### config.mk
export PLATFORM = sky130hd
export DESIGN_NAME = serial_word_deserializer
export DESIGN_NICKNAME = d
export VERILOG_FILES = /design/src/rtl/serial_word_deserializer.sv
export SDC_FILE = /design/constraint.sdc
export NUM_CORES = 1
export LEC_CHECK = 0
export CAP_MARGIN = 40
export CORE_MARGIN = 10
export CORE_UTILIZATION = 47
export DETAILED_ROUTE_END_ITERATION = 10
export GPL_ROUTABILITY_DRIVEN = 0
export PLACE_DENSITY = 0.84
export RECOVER_POWER = 25
export SLEW_MARGIN = 20
export SYNTH_ARGS = -nofsm -noshare
export SYNTH_HDL_FRONTEND = slang
export SYNTH_SLANG_ARGS = --single-unit
### constraint.sdc
create_clock -name clk -period 3.41 [get_ports clk]
set_input_delay 0.8525 -clock clk [delete_from_list [all_inputs] [get_ports clk]]
set_output_delay 0.8525 -clock clk [all_outputs]
set_load 0.01 [all_outputs]
### src/rtl/serial_word_deserializer.sv
// serial_word_deserializer: collects serial bits into WIDTH-bit words and
// hands each word to a one-deep holding register with a valid/ready handshake.
// Optional even-parity bit per frame, enabled by the DESER_PARITY_EN macro.
//
//   state   | meaning
//   --------+-------------------------------------------------------------
//   COLLECT | shifting in data bits; bit_cnt counts bits of current word
//   CHECK   | data bits complete, waiting for the parity bit (parity build)
//
// Without DESER_PARITY_EN the design only ever collects, so no state
// register is built and a word is delivered on its last data bit.
module serial_word_deserializer #(
    parameter int WIDTH     = 8,
    parameter bit MSB_FIRST = 1'b1
) (
    input  logic             clk,
    input  logic             rst,
    input  logic             d,
    input  logic             d_valid,
    output logic [WIDTH-1:0] word_out,
    output logic             word_valid,
    input  logic             word_ready,
    output logic             overrun,
    output logic             parity_err
);

    localparam int              CNT_W    = $clog2(WIDTH) + 1;
    localparam logic [CNT_W-1:0] CNT_LAST = CNT_W'(WIDTH - 1);

`ifdef DESER_PARITY_EN
    localparam logic [0:0] COLLECT = 1'b0;
    localparam logic [0:0] CHECK   = 1'b1;
    logic [0:0] state;
`endif

    logic [WIDTH-1:0] shift_reg;
    logic [WIDTH-1:0] shift_next;
    logic [CNT_W-1:0] bit_cnt;
    logic [WIDTH-1:0] new_word;
    logic             complete;
    logic             can_load;

    // Next shift-chain value with the current bit inserted per bit order
    always_comb begin
        if (MSB_FIRST) begin
            shift_next = {shift_reg[WIDTH-2:0], d};
        end else begin
            shift_next = {d, shift_reg[WIDTH-1:1]};
        end
    end

    // Frame completion and the word it produces; holding register may load
    // when empty or when its current word is being consumed this edge
    always_comb begin
        complete = 1'b0;
        new_word = shift_next;
`ifdef DESER_PARITY_EN
        if (state == CHECK) begin
            complete = d_valid;
            new_word = shift_reg;
        end
`else
        complete = d_valid && (bit_cnt == CNT_LAST);
`endif
        can_load = !word_valid || word_ready;
    end

    // Serial capture: shift chain, bit counter and frame state
    always_ff @(posedge clk) begin
        if (rst) begin
            shift_reg <= '0;
            bit_cnt   <= '0;
`ifdef DESER_PARITY_EN
            state     <= COLLECT;
`endif
        end else if (d_valid) begin
`ifdef DESER_PARITY_EN
            if (state == COLLECT) begin
                shift_reg <= shift_next;
                if (bit_cnt == CNT_LAST) begin
                    bit_cnt <= '0;
                    state   <= CHECK;
                end else begin
                    bit_cnt <= bit_cnt + CNT_W'(1);
                end
            end else begin
                state <= COLLECT;
            end
`else
            shift_reg <= shift_next;
            if (bit_cnt == CNT_LAST) begin
                bit_cnt <= '0;
            end else begin
                bit_cnt <= bit_cnt + CNT_W'(1);
            end
`endif
        end
    end

    // Holding register handshake; a blocked completion is dropped and flagged
    always_ff @(posedge clk) begin
        if (rst) begin
            word_out   <= '0;
            word_valid <= 1'b0;
            overrun    <= 1'b0;
        end else begin
            if (word_valid && word_ready) begin
                word_valid <= 1'b0;
            end
            if (complete) begin
                if (can_load) begin
                    word_out   <= new_word;
                    word_valid <= 1'b1;
                end else begin
                    overrun <= 1'b1;
                end
            end
        end
    end

`ifdef DESER_PARITY_EN
    // Even parity over data plus parity bit; dropped words are checked too
    always_ff @(posedge clk) begin
        if (rst) begin
            parity_err <= 1'b0;
        end else if (complete && ((^shift_reg) ^ d)) begin
            parity_err <= 1'b1;
        end
    end
`else
    assign parity_err = 1'b0;
`endif

endmodule
==> impl_metrics.py <==
metrics = {
    "worst_setup_path": {
        "arrival_ns": 2.57,
        "cp_max_fo": 14,
        "startpoint_type": "primary input",
        "critical_path.cell_chain": "dlygate4sd3_1, nand4b_1, o21ai_0, a21oi_1",
        "required_ns": 3.58,
        "critical_path.top_delay_family": "buffers and inverters",
        "worstSetupPathType": "in -> reg",
        "critPathMaxStageDelay_ns": 0.91,
        "endpoint_kind": "flip-flop",
        "critPathBufInv": 1,
        "crit_slowest_cell": "dlygate4sd3_1",
    },
    "sta": {
        "hold_viol_final": 0,
        "setup_tns_ns": 0,
        "finClkSkew_ns": 0.004524,
        "post-route-period-util_pct": 70.54,
        "relSlewSlack_pct": 52.81,
        "max_freq_ghz": 0.4157,
        "timing_worst_slew_pin_value_ns": 0.7057,
        "slew_violations": 0,
        "setup_viol": 0,
        "post-route-min-period_ns": 2.406,
        "rsz0062_at_grt": "false",
    },
    "logic_synthesis": {
        "synthAdderAreaFrac_pct": 1.548,
        "synth_enable_flop_cells": 0,
        "synth_flop_cell": "dfxtp_1",
        "synth-compound-area-share_pct": 11.76,
        "ys_warn_count": 0,
        "synth_top_area_share_pct": 52.01,
        "yosysSeqAreaShare_pct": 52.01,
        "synth_area_leaders": "dfxtp_1 (52%), mux2i_1 (9.9%), a21oi_1 (6.8%)",
        "synth_top_family_by_area": "simple AND/OR/NAND/NOR gates",
        "synth-xor-area-share_pct": 2.167,
        "syn_inst": 86,
        "synth_commonest_cells": "dfxtp_1 (21), a21oi_1 (11), nor2_1 (10)",
        "ys_types": 19,
        "synth_seq_cells": 21,
        "yosysTopAreaCell": "dfxtp_1",
        "synth_mux_area_share_pct": 9.907,
        "async_flop_share_pct": 0,
        "yosys.cell_count.top_type": "dfxtp_1",
        "synthSimpleGateAreaFrac_pct": 17.96,
        "syn_area_um2": 808.3,
        "synthesis.nets": 92,
        "avgSynthCellArea_um2": 9.399,
    },
    "die": {
        "dieArea_um2": 3779,
        "start_util_pct": 51.85,
        "die_y_um": 61.47,
        "top_level_ports": 16,
        "die_x_um": 61.47,
        "rows": 14,
        "core_area_um2": 1559,
    },
    "layout": {
        "drive_above_1_share_pct": 3.061,
        "final_nets": 105,
        "final_util_pct": 61.64,
        "design_area_um2": 960.9,
        "antennaDiodeCount": 0,
        "largest_reg_flops": 8,
        "area_growth_pct": 18.89,
        "fillCellCount": 135,
        "instances_no_fill": 114,
    },
    "flow_run": {
        "cap_viol_max_count": 0,
    },
    "grt": {
        "grtUsageTotal_pct": 8.841,
        "grt_pass1_vias": 631,
        "gr-total-overflow": 0,
        "grt_max_degree": 22,
        "grt_antenna_before_repair": 0,
        "grt_pass1_wl_um": 2608,
    },
    "detailed_routing": {
        "first_pass_iters": 4,
        "vias": 628,
        "via_per_inst": 5.509,
        "routedWlPerCell_um": 13.56,
        "drt_iter0_markers": 28,
        "drc": 0,
        "drtAntennaViolNets": 0,
        "routed_wl_um": 1546,
    },
    "placement": {
        "place_area_um2": 934.6,
        "hpwl_um": 1163,
        "place_inst": 110,
        "io_buffers": 14,
    },
    "clock_network": {
        "htree_levels": 1,
        "cts_hold_buf": 0,
        "cts_resized": 0,
        "cts_tree": "yes",
        "numCtsBuffers": 3,
        "clk_latency_ns": 0.30,
        "cts-root-buf": "clkbuf_4",
        "postCtsSetupRepairBufs": 0,
        "cts_num_sinks": 21,
        "cts.path.max_buffers": 2,
        "clk_pin_slew_ns": 0.11,
    },
    "pwr": {
        "power.leakage_uw": 0.0003528,
        "vdd_drop_max_v": 0.0002564,
        "power.density_nw_per_um2": 402.9,
        "p_total_uw": 387.2,
    },
    "outcome": {
        "outcome": "completed",
    },
    "min_path": {
        "hp-class": "reg -> reg",
    },
}
layout by cell type, fill, tap and decap left out, drive strengths merged:
cell type       n
nor2           10
a21oi          11
and4b           1
clkdlybuf4s50  13
mux2i           8
nand3           8
xor2            2
nor2b           1
conb            1
dlygate4sd3     1
nand4           1
clkbuf          4
o21ai           8
nand2b          2
nand4b          1
nand3b          2
dfxtp          21
ha              1
nand2           1
nor3            1
layer usage:
layer  GRT usage, %  part of all wire (%)  up-vias
met5              0                     0        -
met4          5.414                   1.7        0
met3          1.440                   5.4        2
met2          15.98                    48       13
met1          9.390                    44      291
li1               -                     -      322
path summary, 6_finish.rpt:
path          startpoint     endpoint  slack [ns]  depth (start not counted)
max              d_valid  word_out[6]        1.00                          4
min          word_out[3]  word_out[3]        0.48                          2
max reg2reg   bit_cnt[0]  word_out[6]        1.96                          4
min reg2reg  word_out[3]  word_out[3]        0.48                          2
through the flow:
| step | hold WS (ns) | setup WS (ns) |
|---|---|---|
| after floorplan | 0.4431 | 1.948 |
| after global placement | 0.4536 | 0.8764 |
| after detailed placement | 0.4694 | 0.7628 |
| after CTS | 0.4847 | 1.081 |
| after global routing | 0.5143 | 0.7917 |
| final | 0.4839 | 1.004 |
report_power, final:
| part | switching (uW) | total (uW) | internal, uW |
|---|---|---|---|
| sequential | 2.83 | 251 | 249 |
| clock | 70.3 | 116 | 45.6 |
| combinational | 10.5 | 19.9 | 9.44 |
| total | 83.6 | 387 | 304 |
cell type report:
class / instances / area (um2) / share of cell area, %
Timing Repair Buffer: 14 / 140.1 / 14.58
Tap cell: 16 / 20.02 / 2.083
Sequential cell: 21 / 420.4 / 43.75
Multi-Input combinational cell: 59 / 354.1 / 36.85
Clock buffer: 4 / 26.28 / 2.734
kinds of logic after synthesis:
logic type      count (synthesis)
flops                          21
xor+xnor                        2
other cells                     1
compound gates                 19
fa+ha+maj                       1
mux                             8
buf+inv                         6
simple gates                   28
worst register-to-register path, stage by stage (launching register included):
cell and delay [ns]:
dfxtp_1 0.38, ha_1 0.22, nand4b_1 0.30, o21ai_0 0.32, a21oi_1 0.10
Power figures use the tool's default switching activity.
==> RTL edit 1: new RTL, config.mk and constraints unchanged <==
One comparison of `bit_cnt` changes from == to >=.
--- a/src/rtl/serial_word_deserializer.sv
+++ b/src/rtl/serial_word_deserializer.sv
@@ -60,7 +60,7 @@
             new_word = shift_reg;
         end
 `else
-        complete = d_valid && (bit_cnt == CNT_LAST);
+        complete = d_valid && (bit_cnt >= CNT_LAST);
 `endif
         can_load = !word_valid || word_ready;
     end
Formal check against the unedited RTL: same outputs for any inputs over 10 cycles, from zero or initial values and one cycle with rst high; that may be too few to reach the edited logic, so the function may still have changed.
==> RTL edit 1 against the unedited design <==
Clock power about the same; routed wire length grew 1.4%; final area increased by 7.9%; non-clock buffer count up 1; worst setup slack better by 0.33 ns; sequential share of layout area is 3.2 points lower; sequential cell count unchanged; synthesized area up 7.4%; power up 1.3%.
==> RTL edit 1: results (changes against the unedited design) <==
crit-path max FO: 2 (-12)
vias in the first global route: 621 (-1.6%)
Hold Path Depth: 2 (unchanged)
GRT Resource Usage Total: 8.64% (-0.20 points)
ANT nets after route: 0 (unchanged)
fillers: 173 (+28%)
layout cells sized above 1: 3.96% (+0.90 points)
Arrival @ worst endpoint: 1.22 ns (-1.35 ns)
Critical Path Slowest Stage Cell: clkdlybuf4s50_1
R2R Path Start: bit_cnt[0]
status: finished, final reports clean
H-tree Lvls: 1 (unchanged)
Syn Nets: 94 (+2.2%)
largest net degree at the start of global routing: 30 (+36%)
skew final: 0.00316 ns (-0.00137 ns)
Longest Clk Path Bufs: 2 (unchanged)
post-cts resize count: 0 (unchanged)
final net count: 108 (+2.9%)
Avg Cell Area, Syn: 9.87 µm² (+5.0%)
root buffer cell: clkbuf_4
port bufs: 14 (unchanged)
Synth Register Bits: 21 (unchanged)
Clock Latency Late Sink: 0.30 ns (about the same)
total number of vias: 610 (-2.9%)
Num CTS Buffers: 3 (unchanged)
Antenna Cells: 0 (unchanged)
CTS clk-pin slew, worst paths: 0.11 ns (about the same)
max reg flops: 8 (unchanged)
first-pass GRT wire length: 2.73 mm (+4.8%)
critical path startpoint: word_out[0]
HP Start: overrun
most frequent cells after synthesis: dfxtp_1, nand2b_1, mux2i_1
crit-path leading delay family: buffers and inverters
leak pwr: 0.386 nW (+9.5%)
hpwl dp: 1.18 mm (+1.7%)
initial antenna violation count: 0 (unchanged)
Critical Path Max Stage Delay: 0.55 ns (-0.36 ns)
Setup Fix Bufs, Post-CTS: 0 (unchanged)
placed cells: 122 (+11%)
DR vias/cell: 4.84 (-12%)
Worst Reg-to-Reg Cells: 4 (unchanged)
Initial DRT Pass Iterations: 4 (unchanged)
Warnings, synthesis: 0 (unchanged)
Async SR Flop Fraction: 0% (unchanged)
routed wire length: 1.57 mm (+1.4%)
DP Area: 1010 µm² (+8.2%)
final setup vio count: 0 (unchanged)
worst hold-check path type: flip-flop to flip-flop
synth top area cells: dfxtp_1, mux2i_1, nand2b_1
1st-iter DRT viols: 14 (-50%)
Worst VDD drop: 0.000245 V (-4.3%)
sequential element share of the synthesized area: 48.4% (-3.6 points)
Slew @ Worst Pin: 0.776 ns (+0.0701 ns)
Distinct cells, synth: 20 (+1)
-- RTL edit 1: changes by cell type after synthesis, sizes merged, moves of 2 or more --
cell	delta
nand3	-8
nand2b	+15
a21oi	-8
nand3b	-2
nand2	+2
mux2i	+8
o21ai	-7
-- RTL edit 1: path summary, 6_finish.rpt --
path	endpoint	slack (ns)
worst max-delay path	word_out[0]	1.34
worst min-delay path	overrun	0.48
worst max register to register	word_out[0]	1.80
worst min register to register	overrun	0.48
-- RTL edit 1: layout make-up --
cell class | instances | area share [%]
tap | 25 | 3.02
timing repair buffer | 15 | 14.2
sequential | 21 | 40.5
clock buffer | 4 | 2.53
multi-input combinational | 61 | 39.7
-- RTL edit 1: metal layers --
metal  vias to the layer above  GRT usage [%]  wire length, µm
met5                         -              0                0
met1                       281           8.98              655
met2                        12           13.8              792
met4                         0           6.70               43
met3                         4           3.05               78
li1                        313              -                -
-- RTL edit 1: cell families after synthesis --
| group | Yosys count | synth area share, % |
|---|---|---|
| fa+ha+maj | 1 | 1.44 |
| compound gates | 6 | 3.89 |
| simple gates | 36 | 22.2 |
| other cells | 1 | 0.432 |
| xor+xnor | 1 | 1.01 |
| mux | 16 | 18.4 |
| buf+inv | 6 | 4.18 |
| flops | 21 | 48.4 |
-- RTL edit 1: stage by stage --
step / setup slack [ns] / util, %
after floorplan: 1.86 / -
after global placement: 1.10 / 57.9
final: 1.34 / 59.4
after global routing: 1.30 / 59.4
after detailed placement: 1.03 / 57.9
after CTS: 1.34 / 59.4
-- RTL edit 1: where the power goes --
| group | switching (mW) | leakage (nW) | internal (mW) | total [mW] |
|---|---|---|---|---|
| registers | 0.00317 | 0.170 | 0.249 | 0.252 |
| logic | 0.0116 | 0.202 | 0.0129 | 0.0245 |
| clock network | 0.0703 | 0.0150 | 0.0456 | 0.116 |
==> RTL edit 2: new RTL, same flow settings <==
Made on the original files. `WIDTH`: 8 -> 16.
--- a/src/rtl/serial_word_deserializer.sv
+++ b/src/rtl/serial_word_deserializer.sv
@@ -10,7 +10,7 @@
 // Without DESER_PARITY_EN the design only ever collects, so no state
 // register is built and a word is delivered on its last data bit.
 module serial_word_deserializer #(
-    parameter int WIDTH     = 8,
+    parameter int WIDTH     = 16,
     parameter bit MSB_FIRST = 1'b1
 ) (
     input  logic             clk,
Interface: changed (resized word_out); port bits go from 16 to 24. No check against the original RTL was run, so the function may have changed too.
==> RTL edit 2 against the unedited design <==
Global-route usage grew 0.43 points; clock power grew to 2.6 times the old value; final area grew 98%; synthesized area grew 99%; sequential cell count grew 17; synthesized cell count grew 80%; worst setup slack lost 0.15 ns; final cell count grew 95%; critical path type unchanged; combinational power grew 72%; power grew 100%; critical path depth grew 1; routed wire length grew 75%.
==> RTL edit 2: results (changes against the unedited design) <==
status: finished, final reports clean
first-pass GRT wire length: 4.69 mm (+80%)
DR vias/cell: 4.77 (-13%)
most frequent cells after synthesis: dfxtp_1, mux2i_1, nand2b_1
1st-iter DRT viols: 88 (+210%)
layout cells sized above 1: 8.52% (+5.5 points)
Worst VDD drop: 0.000191 V (-25%)
Syn Nets: 161 (+75%)
Compound-Gate Fraction of Synth Area: 1.55% (-10 points)
Num CTS Buffers: 5 (+2)
HP Start: word_out[8]
DP Area: 1830 µm² (+95%)
Min Hold Slack: 0.482 ns (-0.00146 ns)
crit-path max FO: 19 (+5)
Synth Area in Adders: 0.776% (-0.77 points)
Arrival @ worst endpoint: 2.77 ns (+0.20 ns)
GRT Resource Usage Total: 9.27% (+0.43 points)
Final Non-Filler Cells: 222 (+95%)
H-tree Lvls: 2 (+1)
final net count: 181 (+72%)
Initial DRT Pass Iterations: 4 (unchanged)
Slew @ Worst Pin: 1.16 ns (+0.455 ns)
XOR/XNOR Fraction of Synth Area: 1.09% (-1.1 points)
mux contribution to synthesized area: 19.3% (+9.3 points)
skew final: 0.00802 ns (+0.00349 ns)
Clock Latency Late Sink: 0.34 ns (+0.04 ns)
synth top area cells: dfxtp_1, mux2i_1, nand2b_1
Avg Cell Area, Syn: 10.4 µm² (+11%)
CTS clk-pin slew, worst paths: 0.12 ns
reg2reg setup slack: 1.83 ns (-0.13 ns)
port bufs: 22 (+8)
max reg flops: 16 (+8)
hpwl dp: 1.85 mm (+59%)
placed cells: 214 (+95%)
root buffer cell: clkbuf_4
leak pwr: 0.681 nW (+93%)
sequential element share of the synthesized area: 47.2% (-4.8 points)
vias in the first global route: 1,069 (+69%)
Avg WL per Cell: 12.2 µm (-9.9%)
Setup WS pre-CTS: 1.08 ns (+0.320 ns)
Distinct cells, synth: 28 (+9)
largest net degree at the start of global routing: 55 (+150%)
Setup WS post-layout: 0.856 ns (-0.148 ns)
RTL edit 2: layout make-up:
cell class | instances | area (µm²) | share of cell area (%)
well taps | 46 | 57.6 | 3.03
repair buffers | 25 | 239 | 12.6
flip-flops and latches | 38 | 761 | 40.1
multi-input cells | 105 | 764 | 40.3
clock inverters | 3 | 40.0 | 2.11
clock buffers | 5 | 37.5 | 1.98
RTL edit 2: final timing paths:
check,endpoint,cells past startpoint
max reg2reg,word_out[9],5
min,word_out[8],2
min reg2reg,word_out[8],2
max,bit_cnt[2],5
RTL edit 2: cell families after synthesis:
family | count (synthesis)
AND/OR/NAND/NOR | 66
flip-flops | 38
AO/OA/AOI/OAI | 4
adder cells (fa/ha/maj) | 1
buffers and inverters | 12
multiplexers | 31
other | 1
XOR/XNOR | 2
RTL edit 2: power by group through the flow:
stage | Combinational [mW] | Sequential, mW | Clock (mW)
after CTS | 0.0346 | 0.450 | 0.306
after floorplan | 0.0303 | 0.459 | 0
after global routing | 0.0373 | 0.451 | 0.324
after global placement | 0.0341 | 0.460 | 0
after detailed placement | 0.0347 | 0.460 | 0
final | 0.0342 | 0.450 | 0.297
RTL edit 2: critical path, stage by stage:
cell,delay (ns)
dlygate4sd3_1,0.66
clkbuf_1,0.89
nand2_1,0.14
xor2_1,0.18
nor2_1,0.05
RTL edit 2: per-layer routing:
layer	track usage, %	vias to the layer above	share of wire, %
met1	9.41	484	45
met3	4.67	2	6.9
met4	4.30	0	1.1
li1	-	549	-
met2	15.6	24	47
met5	0	-	0
